<file path="src/rtl/tx_sequencer.sv">
// tx_sequencer: serialises a frame (preamble, sync, 2-byte length, RAM payload) MSB first.
// Ports:
//   clk, reset          posedge clock, asynchronous active-high reset
//   i_transmit          transmit request level; a frame starts on its rising edge
//   i_msg_length        payload byte count, sampled on the start edge, clamped to MAX_LEN
//   o_ram_rd/o_ram_addr payload RAM read strobe and address (address holds between reads)
//   i_ram_data          RAM data, valid one cycle after o_ram_rd
//   o_bit/o_bit_valid   serial bit stream, transferred when o_bit_valid & i_bit_ready
//   i_bit_ready         modulator ready
//   o_tx_active         high while a frame is on the wire
//   o_tx_done           one-cycle completion pulse
module tx_sequencer #(
    parameter int         PREAMBLE_LEN = 4,
    parameter logic [7:0] SYNC_WORD    = 8'h2D,
    parameter logic [9:0] MAX_LEN      = 10'd1000
) (
    input  logic       clk,
    input  logic       reset,
    input  logic       i_transmit,
    input  logic [9:0] i_msg_length,
    output logic       o_ram_rd,
    output logic [9:0] o_ram_addr,
    input  logic [7:0] i_ram_data,
    output logic       o_bit,
    output logic       o_bit_valid,
    input  logic       i_bit_ready,
    output logic       o_tx_active,
    output logic       o_tx_done
);
    typedef enum logic [3:0] {IDLE, PREAMBLE, SYNC, LEN_HI, LEN_LO, FETCH, WAIT_RAM, PAYLOAD, DONE} state_t;
    state_t state, next_state;
    logic [7:0] shift, load_byte;
    logic [9:0] len, len_in;
    logic [3:0] pre_cnt;
    logic [2:0] bit_cnt;
    logic load, transmit_d, armed, start, transfer, last_bit;
    assign len_in   = (i_msg_length > MAX_LEN) ? MAX_LEN : i_msg_length;
    // armed stays low after reset until i_transmit is seen low, so a request
    // already high at reset release cannot masquerade as a rising edge
    assign start    = i_transmit & ~transmit_d & armed;
    assign transfer = o_bit_valid & i_bit_ready;
    assign last_bit = transfer & (bit_cnt == 3'd0);
    assign o_bit    = shift[7];
    always_comb begin
        next_state = state;
        load       = 1'b0;
        load_byte  = 8'hAA;
        case (state)
            IDLE: if (start) begin
                next_state = (len_in == 10'd0) ? DONE : PREAMBLE;
                load       = len_in != 10'd0;
            end
            PREAMBLE: if (last_bit) begin
                load = 1'b1;
                if (pre_cnt == 4'(PREAMBLE_LEN - 1)) begin
                    next_state = SYNC;
                    load_byte  = SYNC_WORD;
                end
            end
            SYNC: if (last_bit) begin
                next_state = LEN_HI;
                load       = 1'b1;
                load_byte  = {6'b0, len[9:8]};
            end
            LEN_HI: if (last_bit) begin
                next_state = LEN_LO;
                load       = 1'b1;
                load_byte  = len[7:0];
            end
            LEN_LO:   next_state = last_bit ? FETCH : LEN_LO;
            FETCH:    next_state = WAIT_RAM;
            WAIT_RAM: begin
                next_state = PAYLOAD;
                load       = 1'b1;
                load_byte  = i_ram_data;
            end
            PAYLOAD: if (last_bit) next_state = (o_ram_addr == len - 10'd1) ? DONE : FETCH;
            DONE:     next_state = IDLE;
            default:  next_state = IDLE;
        endcase
    end
    always_ff @(posedge clk or posedge reset) begin
        if (reset) begin
            state       <= IDLE;
            shift       <= 8'h00;
            len         <= 10'd0;
            pre_cnt     <= 4'd0;
            bit_cnt     <= 3'd0;
            transmit_d  <= 1'b0;
            armed       <= 1'b0;
            o_ram_rd    <= 1'b0;
            o_ram_addr  <= 10'd0;
            o_bit_valid <= 1'b0;
            o_tx_active <= 1'b0;
            o_tx_done   <= 1'b0;
        end else begin
            state      <= next_state;
            transmit_d <= i_transmit;
            armed      <= armed | ~i_transmit;
            if (state == IDLE && start) begin
                len     <= len_in;
                pre_cnt <= 4'd0;
                bit_cnt <= 3'd7;
            end else if (transfer) begin
                bit_cnt <= bit_cnt - 3'd1;
            end
            if (state == PREAMBLE && last_bit) pre_cnt <= pre_cnt + 4'd1;
            shift <= load ? load_byte : transfer ? {shift[6:0], 1'b0} : shift;
            // o_ram_addr doubles as the payload byte index
            if (next_state == FETCH) o_ram_addr <= (state == LEN_LO) ? 10'd0 : o_ram_addr + 10'd1;
            o_ram_rd    <= next_state == FETCH;
            o_bit_valid <= next_state inside {PREAMBLE, SYNC, LEN_HI, LEN_LO, PAYLOAD};
            o_tx_active <= next_state != IDLE && next_state != DONE;
            o_tx_done   <= next_state == DONE;
        end
    end
endmodule
</file>
<file path="config.mk">
export PLATFORM = sky130hd
export DESIGN_NAME = tx_sequencer
export DESIGN_NICKNAME = d
export VERILOG_FILES = /design/src/rtl/tx_sequencer.sv
export SDC_FILE = /design/constraint.sdc
export NUM_CORES = 1
export LEC_CHECK = 0
export ABC_AREA = 1
export ABC_CLOCK_PERIOD_IN_PS = 2100
export BUFFER_PORTS_ARGS = -buffer_cell sky130_fd_sc_hd__buf_2
export CORE_UTILIZATION = 44
export DETAILED_ROUTE_END_ITERATION = 10
export PLACE_DENSITY = 0.62
export SETUP_SLACK_MARGIN = 0.15
export SYNTH_ARGS = -nofsm -noshare
export SYNTH_HDL_FRONTEND = slang
export SYNTH_SLANG_ARGS = --single-unit
</file>
<file path="constraint.sdc">
create_clock -name clk -period 2.1 [get_ports clk]
set_input_delay 0.21 -clock clk [delete_from_list [all_inputs] [get_ports clk]]
set_output_delay 0.21 -clock clk [all_outputs]
set_load 0.05 [all_outputs]
</file>
==> Word level (Yosys, flattened, before mapping) <==
Index checks and enable logic that the tools add are counted.
{ "word_totals": {"register_bits": 45} }
{ "op_classes": {"n_addsub": 4, "order_cmp": 1, "n_eq_ne": 17, "mux": 26, "n_bitwise": 7, "n_reduce_logical": 13} }
{ "op_table": {"columns": ["cell", "n"], "rows": [
  ["two-way mux 8 bit", 6],
  ["two-way mux 4 bit", 10],
  ["case mux 4 bit (8 select lines)", 1],
  ["case mux 8 bit (4 select lines)", 1],
  ["== test 4 x 3 -> 1 bit (second input constant)", 7],
  ["== test 4 x 2 -> 1 bit (second input constant)", 5],
  ["two-way mux 10 bit", 2],
  ["adder 10 x 1 -> 10 bit (second input constant)", 1],
  ["== test 10 bit", 1],
  ["> comparator 10 bit (second input constant)", 1],
  ["zero test 10 bit", 1],
  ["nonzero test 10 bit", 1],
  ["subtractor 10 x 1 -> 10 bit (second input constant)", 1],
  ["== test 4 x 1 -> 1 bit (second input constant)", 2],
  ["two-way mux 3 bit", 2],
  ["nonzero test 2 bit", 3],
  ["nonzero test 5 bit", 1],
  ["adder 4 x 1 -> 4 bit (second input constant)", 1],
  ["AND 1 bit", 4],
  ["== test 4 bit (second input constant)", 1],
  ["zero test 4 bit", 1],
  ["!= test 4 bit (second input constant)", 1],
  ["nonzero test 4 bit", 1],
  ["logical AND 1 bit", 3],
  ["other kinds (7)", 10]
]} }

==> Depth between registers and ports, before layout <==
Gate-level depths: netlist (run 1).
{ "depth": {"ltp_word": 8, "depth_mapped": 16} }

==> Worst setup path after synthesis (run 1) <==
OpenSTA, ideal clock, no wires.
{ "synth_timing": {"kind": "reg-to-reg", "startpoint": "reg o_bit_valid", "endpoint": "reg o_ram_addr[0]", "setup_ns": 0.074, "arrival_time_ns": 1.939, "required_ns": 2.026, "path_slack_ns": 0.087, "stages_incl_launch_ff": 14, "path_buffers": 1, "period_less_slack_ns": 2.013, "cell_sequence": "dfrtp_1 > nand2_2 > nor2_4 > nand3_1 > nor2_1 > nand3_1 > nor2_2 > nand3_2 > nand2_4 > nand3_4 > nand2_4 > buf_6 > nand2_1 > o21ai_2"} }
{ "synth_between": {"elab_chain_len": 5} }
{ "synth_lines": {"columns": ["element", "line", "source"], "rows": [
  ["start: declaration", "25", "output logic o_bit_valid,"],
  ["start signal: assignment", "112", "o_bit_valid <= next_state inside {PREAMBLE, SYNC, LEN_HI, LEN_LO, PAYLOAD};"],
  ["AND 1 bit (*)", "41", "assign transfer = o_bit_valid & i_bit_ready;"],
  ["AND 1 bit (*)", "42", "assign last_bit = transfer & (bit_cnt == 3'd0);"],
  ["two-way mux 4 bit, or another cell as far along", "77", "PAYLOAD: if (last_bit) next_state = (o_ram_addr == len - 10'd1) ? DONE : FETCH;"],
  ["case mux 4 bit (8 select lines) (*)", "48", "case (state)"],
  ["== test 4 x 3 -> 1 bit (*)", "110", "if (next_state == FETCH) o_ram_addr <= (state == LEN_LO) ? 10'd0 : o_ram_addr + 10'd1;"],
  ["end signal: assignment", "110", null],
  ["end: declaration", "22", "output logic [9:0] o_ram_addr,"]
]} }
Every way passes the cells marked *; elsewhere a longest branch is shown, timed or not.
A chain may end at the register's enable or synchronous reset.

==> Worst setup path in the final report (run 1) <==
{ "layout_timing": {"startpoint": "reg state[3]", "endpoint": "reg o_ram_addr[5]"} }
{ "layout_between": {"elab_chain_len": 4} }
{ "layout_lines": {"columns": ["element", "line", "source"], "rows": [
  ["start: declaration", "31", "state_t state, next_state;"],
  ["start signal: assignment", "97", "state <= next_state;"],
  ["two-way mux 4 bit", "55", "if (pre_cnt == 4'(PREAMBLE_LEN - 1)) begin"],
  ["two-way mux 4 bit", "53", "PREAMBLE: if (last_bit) begin"],
  ["case mux 4 bit (8 select lines)", "48", null],
  ["== test 4 x 3 -> 1 bit", "110", null]
]} }
Parallel ways exist; a longest one is shown, timed or not.

==> qor.yml, run 1 <==
pwr:
  vdd.ir_drop.worst_mv: 0.611
  power.leakage_nw: 1.83
  power_density_over_cell_area_nw_per_um2: 1210
  p_comb_frac: 0.527
  power_switching_mw: 2.06
  seqPwrFrac: 0.339
  power.clock.fraction: 0.134
  power_switching_share: 0.488
  internal_power_mw: 2.16
drt:
  drt_first_iter_violations: 200
  vias: 2668
  wirelength_mm: 7.25
  wirelength_met1_mm: 3.55
  met3_wirelength_um: 338
  detail_route.first_pass.iterations: 4
  topRoutingLayerUsed: "met4"
  drcViolationCount: 0
  post_detailed_route_wirelength_per_cell_um: 13.8
  vias_per_cell: 5.07
  drt.antenna.violating_nets: 0
  met2RoutedLength_mm: 3.28
timing:
  final_critical_path_setup_slack_ns: 0.0647
  relSlewSlack: 0.622
  clock_skew_ns: 0.0128
  period_share: 0.969
  timing_max_transition_violations_final: 0
  fmaxAchievable_mhz: 491
  hold_viol: 0
  timing.final.crit_period_ns: 2.04
  tightest_slew_ns: 0.566
  finalSetupViolCount: 0
  fin_setup_tns_ns: 0
  grt_setup_unrepaired: "yes"
cts:
  cts.htree.levels: 2
  cts_hold_buffers: 0
  cts.path.max_buffers: 2
  cts_buffers: 5
  clk_pin_slew_worst_paths_ns: 0.10
  latest_clock_arrival_within_the_worst_skew_pair_ns: 0.31
  cts.sinks: 45
  cts_root_buf: "sky130_fd_sc_hd__clkbuf_8"
  tritoncts: "built"
synthesis:
  netlist_instances: 391
  synth.cell_area_um2: 2840
  syn_nets: 418
  synth-edff-count: 0
  synth.yosys.seq_area_share: 0.397
  ys_ff_latch: 45
  synth.lib_cells_used.distinct: 38
  syn_avg_cell_area_um2: 7.26
  synth-async-reset-ratio: 1.00
  synthTopCellsByArea: "sky130_fd_sc_hd__dfrtp_1 40%, sky130_fd_sc_hd__nand2_1 15%, sky130_fd_sc_hd__inv_1 7.5%"
  synth_warnings: 0
  most_area_hungry_cell_type_in_the_yosys_netlist: "sky130_fd_sc_hd__dfrtp_1"
  dominantRegCellSynth: "sky130_fd_sc_hd__dfrtp_1"
  synthDominantCellAreaShare: 0.397
cells_and_area:
  post_route_cells_drive_above_1_share: 0.271
  seq_area_um2: 1130
  filler_cell_count: 594
  multi_input_comb_area_um2: 1570
  layoutNonFillerInstCount: 526
  design.final.nets: 477
  layout.cell_area.non_filler_um2: 3480
  final_core_utilization: 0.575
  n_antenna_cell: 0
  areaGrowthSynthToFinish_pct: 22.7
global_routing:
  grt_usage: 0.232
  overflow: 0
  global_route_wire_length_before_repair_mm: 11.8
  grt_pass1_vias: 2527
  largest_net_degree_at_the_start_of_global_routing: 46
  number_of_antenna_violations_at_the_first_check_in_global_routing: 0
run:
  max_cap_viol_count: 0
worst_setup_path:
  crit_path_dat_ns: 2.28
  critical_path.startpoint: "state[3]$_DFF_PP0_"
  path_cells: "nor2_2, inv_2, nor3_2, nand2_1, nor2_2, nor4_4, buf_6, nand2_8, clkbuf_16, nand2_1, nand2_1"
  worst-endpoint-required_ns: 2.34
  worstReg2RegStart: "state[3]$_DFF_PP0_"
  cp-endpoint: "o_ram_addr[5]$_DFFE_PP0P_"
  critPathLaunchType: "flop"
  cp_max_stage_delay_ns: 0.43
  timing.critical_path.mode_cell: "sky130_fd_sc_hd__nand2_1"
  end_kind: "flop"
  rr_endpoint: "o_ram_addr[5]$_DFFE_PP0P_"
  critical_path.slowest_cell: "sky130_fd_sc_hd__dfrtp_1"
  worst-path-stages: 11
  critPathTopFamily: "simple AND/OR/NAND/NOR gates"
  reg2reg_setup_slack_ns: 0.06
  cp_class: "reg -> reg"
  rr_worst_depth: 11
  crit_fanout: 6
  buf_inv_stages_crit_path: 3
die:
  die_x_extent_um: 82.3
  rows: 28
  die-area_um2: 6780
  initial_utilization: 0.468
  io_pins: 37
  fp.dieH_um: 82.3
  design.core.area_um2: 6060
placed_design:
  instance_count_after_placement_with_tap_cells_included: 514
  detailed_placer_s_ending_hpwl_mm: 5.44
  place_congestion: 0.902
  numPortBuffers: 36
  dpl_worst_slack_ns: -0.0404
  detailed_place.area_um2: 3220
min_path:
  min-delay-path-class: "in -> async"
outcome:
  outcome: "complete, no violations"
==> registers in the layout, summed over array words and instances, names as in the netlist <==
name,flops
shift,8
o_bit_valid,1
o_tx_active,1
transmit_d,1
o_ram_addr,10
o_ram_rd,1
pre_cnt,4
o_tx_done,1
len,10
state,4
armed,1
bit_cnt,3
==> area by class of cell <==
cell class                 count  share of cell area
clock inverter                 3             0.00647
sequential                    45               0.325
timing repair buffer          54               0.100
clock buffer                   5              0.0198
multi-input combinational    278               0.450
inverter                      66              0.0715
tap                           75              0.0269
==> power by group through the flow <==
| stage | combinational (mW) | clock [mW] | sequential [mW] |
|---|---|---|---|
| 6_report | 2.22 | 0.565 | 1.43 |
| 5_1_grt | 2.47 | 0.606 | 1.46 |
| 4_1_cts | 2.06 | 0.577 | 1.40 |
| 3_5_place_dp | 1.95 | 0 | 1.42 |
| 3_3_place_gp | 1.93 | 0 | 1.41 |
| 2_1_floorplan | 1.22 | 0 | 1.59 |
==> worst min path at each step <==
stage / start / slack (ns) / to / depth (start not counted)
final: reset / 0.02 / shift[7]$_DFFE_PP0P_ / 3
after floorplan: i_transmit / 0.24 / transmit_d$_DFF_PP0_ / 0
after detailed placement: i_transmit / 0.35 / transmit_d$_DFF_PP0_ / 1
after global placement: i_transmit / 0.35 / transmit_d$_DFF_PP0_ / 1
after global routing: i_transmit / 0.03 / transmit_d$_DFF_PP0_ / 1
after CTS: i_transmit / 0.03 / transmit_d$_DFF_PP0_ / 1
==> synth_stat cells, types with 4 or more instances <==
library cell	instances
sky130_fd_sc_hd__o21ai_0	25
sky130_fd_sc_hd__nand3_1	26
sky130_fd_sc_hd__ha_1	5
sky130_fd_sc_hd__nand2_1	110
sky130_fd_sc_hd__xor2_1	8
sky130_fd_sc_hd__nor2_1	31
sky130_fd_sc_hd__nand2_2	4
sky130_fd_sc_hd__o21ai_1	4
sky130_fd_sc_hd__nand4_1	8
sky130_fd_sc_hd__a21oi_1	4
sky130_fd_sc_hd__inv_1	57
sky130_fd_sc_hd__nor3_1	9
sky130_fd_sc_hd__dfrtp_1	45
sky130_fd_sc_hd__inv_2	7
sky130_fd_sc_hd__nor2_2	8
==> metal layers <==
metal	GRT usage	vias up
li1	-	1376
met4	0.0421	0
met1	0.330	1220
met2	0.372	65
met5	0	-
met3	0.0385	7
==> metrics by stage <==
stage | power (mW) | hold slack (ns)
after global routing | 4.54 | 0.0313
after CTS | 4.04 | 0.0317
after global placement | 3.34 | 0.348
after floorplan | 2.81 | 0.241
after detailed placement | 3.37 | 0.350
final | 4.22 | 0.0187
==> what timing repair did <==
| action | CTS | global route |
|---|---|---|
| hold endpoints to repair | 0 | 0 |
| gates resized for setup | 13 | 23 |
| setup buffers | 2 | 1 |
| setup endpoints to repair | 15 | 20 |
| cloned | 0 | 1 |
| pin swaps | 4 | 12 |
==> cell usage in the layout (no fill, tap or decap), types with 8 or more instances in the layout <==
master,count
sky130_fd_sc_hd__buf_2,36
sky130_fd_sc_hd__buf_4,15
sky130_fd_sc_hd__dfrtp_1,41
sky130_fd_sc_hd__inv_1,53
sky130_fd_sc_hd__inv_2,11
sky130_fd_sc_hd__nand2_1,105
sky130_fd_sc_hd__nand2_2,8
sky130_fd_sc_hd__nand3_1,24
sky130_fd_sc_hd__nand4_1,8
sky130_fd_sc_hd__nor2_1,26
sky130_fd_sc_hd__nor2_2,10
sky130_fd_sc_hd__nor3_1,8
sky130_fd_sc_hd__o21ai_0,24
sky130_fd_sc_hd__xor2_1,8
==> kinds of logic after synthesis <==
family	count (synthesis)	synth area share
buffers and inverters	68	0.0926
adders and majority gates	5	0.0220
AOI/OAI and AO/OA	54	0.117
DFF	45	0.397
and+or+nand+nor	208	0.338
xor gates and xnor gates	11	0.0339
==> worst register-to-register path, stage by stage, from the launching register on <==
cell,delay [ns]
sky130_fd_sc_hd__dfrtp_1,0.43
sky130_fd_sc_hd__nor2_2,0.24
sky130_fd_sc_hd__inv_2,0.09
sky130_fd_sc_hd__nor3_2,0.22
sky130_fd_sc_hd__nand2_1,0.22
sky130_fd_sc_hd__nor2_2,0.20
sky130_fd_sc_hd__nor4_4,0.07
sky130_fd_sc_hd__buf_6,0.16
sky130_fd_sc_hd__nand2_8,0.10
sky130_fd_sc_hd__clkbuf_16,0.14
sky130_fd_sc_hd__nand2_1,0.04
sky130_fd_sc_hd__nand2_1,0.07
Note: power is estimated with default switching activity, not from simulation.
==> inputs of run 2 (changes only) <==
--- a/config.mk
+++ b/config.mk
@@ -8,6 +8,7 @@
 export ABC_AREA = 1
 export ABC_CLOCK_PERIOD_IN_PS = 2100
 export BUFFER_PORTS_ARGS = -buffer_cell sky130_fd_sc_hd__buf_2
+export CORE_MARGIN = 3
 export CORE_UTILIZATION = 44
 export DETAILED_ROUTE_END_ITERATION = 10
 export PLACE_DENSITY = 0.62
==> run 2 against run 1 <==
Compared with the run above: core utilization rose by 1.8 points; clock power up 19%; sequential power hardly changed; global-route usage is 2.9 points lower; critical path type unchanged; critical endpoint is now o_ram_addr[3]$_DFFE_PP0P_.
==> qor.yml, run 2 (synthesis results as in run 1) <==
worst_setup_path:
  critical_path.startpoint: "bit_cnt[1]$_DFFE_PP0P_"
  end_kind: "flop"
  crit_fanout: 7
  critPathLaunchType: "flop"
  worstReg2RegStart: "bit_cnt[1]$_DFFE_PP0P_"
  crit_path_dat_ns: 2.18
  worst-endpoint-required_ns: 2.29
  cp_class: "reg -> reg"
cells_and_area:
  filler_cell_count: 608
  multi_input_comb_area_um2: 1580
  largestRegisters: "len x10, o_ram_addr x10, shift x8"
  post_route_cells_drive_above_1_share: 0.294
  n_antenna_cell: 0
  areaGrowthSynthToFinish_pct: 27.2
  seq_area_um2: 1130
  design.final.nets: 488
  layout_commonest_cell: "sky130_fd_sc_hd__nand2_1"
  final_cell_mix: "101 x sky130_fd_sc_hd__nand2_1, 52 x sky130_fd_sc_hd__inv_1, 42 x sky130_fd_sc_hd__dfrtp_1"
cts:
  cts_root_buf: "sky130_fd_sc_hd__clkbuf_8"
  cts.sinks: 45
  tritoncts: "built"
  latest_clock_arrival_within_the_worst_skew_pair_ns: 0.31
  cts_hold_buffers: 0
  cts_buffers: 5
  clk_pin_slew_worst_paths_ns: 0.09
  cts.htree.levels: 2
  cts.path.max_buffers: 2
die:
  die-area_um2: 7450
  fp.dieH_um: 86.3
  rows: 28
  io_pins: 37
  die_x_extent_um: 86.3
  initial_utilization: 0.466
  design.core.area_um2: 6100
drt:
  drt.antenna.violating_nets: 0
  detail_route.first_pass.iterations: 4
  drt_first_iter_violations: 181
  post_detailed_route_wirelength_per_cell_um: 13.3
  wirelength_mm: 7.13
  drcViolationCount: 0
  vias_per_cell: 5.02
  vias: 2696
global_routing:
  grt_usage: 0.203
  number_of_antenna_violations_at_the_first_check_in_global_routing: 0
  grt_pass1_vias: 2569
  global_route_wire_length_before_repair_mm: 12.1
  largest_net_degree_at_the_start_of_global_routing: 46
  overflow: 0
pwr:
  power_density_over_cell_area_nw_per_um2: 1210
  p_comb_frac: 0.525
  post-layout-total-power_mw: 4.37
  vdd.ir_drop.worst_mv: 0.585
  power.clock.fraction: 0.153
  seqPwrFrac: 0.322
  internal_power_mw: 2.35
  power.leakage_nw: 1.92
  power_switching_mw: 2.02
  power_switching_share: 0.462
placed_design:
  detailed_placer_s_ending_hpwl_mm: 5.36
  place_congestion: 0.895
  numPortBuffers: 36
min_path:
  min-delay-path-class: "in -> async"
timing:
  finalSetupViolCount: 0
  clock_skew_ns: 0.00902
  finalHoldWorstSlack_ns: 0.0306
  tightest_slew_ns: 0.555
  relSlewSlack: 0.630
  timing_max_transition_violations_final: 0
  fmaxAchievable_mhz: 504
  period_share: 0.945
  grt_setup_unrepaired: "yes"
  timing.final.crit_period_ns: 1.99
  hold_viol: 0
run:
  max_cap_viol_count: 0
outcome:
  outcome: "complete, no violations"
-- run 2: area by class of cell --
type	instances	share of cell area
Clock buffer	5	0.0191
Multi-Input combinational cell	278	0.438
Clock inverter	3	0.0128
Inverter	66	0.0696
Tap cell	75	0.0260
Timing Repair Buffer	65	0.122
Sequential cell	45	0.313
-- run 2: critical path, cell delays in order (launching register included) --
cell,delay [ns]
sky130_fd_sc_hd__dfrtp_1,0.40
sky130_fd_sc_hd__inv_2,0.08
sky130_fd_sc_hd__ha_4,0.14
sky130_fd_sc_hd__nand2_4,0.05
sky130_fd_sc_hd__nor2_4,0.17
sky130_fd_sc_hd__nand3_2,0.10
sky130_fd_sc_hd__nor2_2,0.08
sky130_fd_sc_hd__nand3_1,0.08
sky130_fd_sc_hd__nor2_2,0.12
sky130_fd_sc_hd__nand3_2,0.10
sky130_fd_sc_hd__nand2_4,0.11
sky130_fd_sc_hd__nand3_4,0.10
sky130_fd_sc_hd__nand2_8,0.12
sky130_fd_sc_hd__clkbuf_16,0.15
sky130_fd_sc_hd__o21ai_1,0.05
-- run 2: metrics by stage --
step	util	TNS, ns	area (um2)	setup WS (ns)	cells
after floorplan	-	0	2840	0.178	391
after global routing	0.592	-0.00620	3610	-0.00462	537
after detailed placement	0.528	-0.0213	3220	-0.0142	514
after CTS	0.567	0	3460	0.0979	532
after global placement	0.528	0	3220	0.0266	514
final	0.592	0	3610	0.114	537
-- run 2: per-layer routing --
metal	track usage	part of all wire	vias up
met4	0.0595	0.017	0
met3	0.0380	0.045	8
met2	0.318	0.45	56
li1	-	-	1404
met1	0.287	0.49	1228
met5	0	0	-
-- run 2: path summary, 6_finish.rpt --
kind                                             endpoint  slack [ns]  depth (start not counted)
worst min-delay path                   len[9]$_DFFE_PP0P_        0.03                          3
worst max-delay path            o_ram_addr[3]$_DFFE_PP0P_        0.11                         14
worst min register to register            armed$_DFF_PP0_        0.47                          2
worst max register to register  o_ram_addr[3]$_DFFE_PP0P_        0.11                         14
max in group asynchronous           o_bit_valid$_DFF_PP0_        1.66                          3
min in group clk                     transmit_d$_DFF_PP0_        0.03                          1
-- run 2: power by group through the flow --
| stage | Combinational, mW | Clock (mW) | Sequential [mW] |
|---|---|---|---|
| final | 2.30 | 0.670 | 1.41 |
| after global routing | 2.57 | 0.727 | 1.46 |
| after CTS | 2.14 | 0.690 | 1.39 |
| after detailed placement | 1.96 | 0 | 1.40 |
| after global placement | 1.95 | 0 | 1.40 |
| after floorplan | 1.22 | 0 | 1.59 |
-- run 2: what timing repair did --
action / 4_1_cts / 5_1_grt
pin swaps: 5 / 16
gates cloned: 0 / 1
hold endpoints to repair: 0 / 0
endpoints found under the setup margin: 13 / 19
gates resized for setup: 15 / 29
setup buffers: 10 / 4
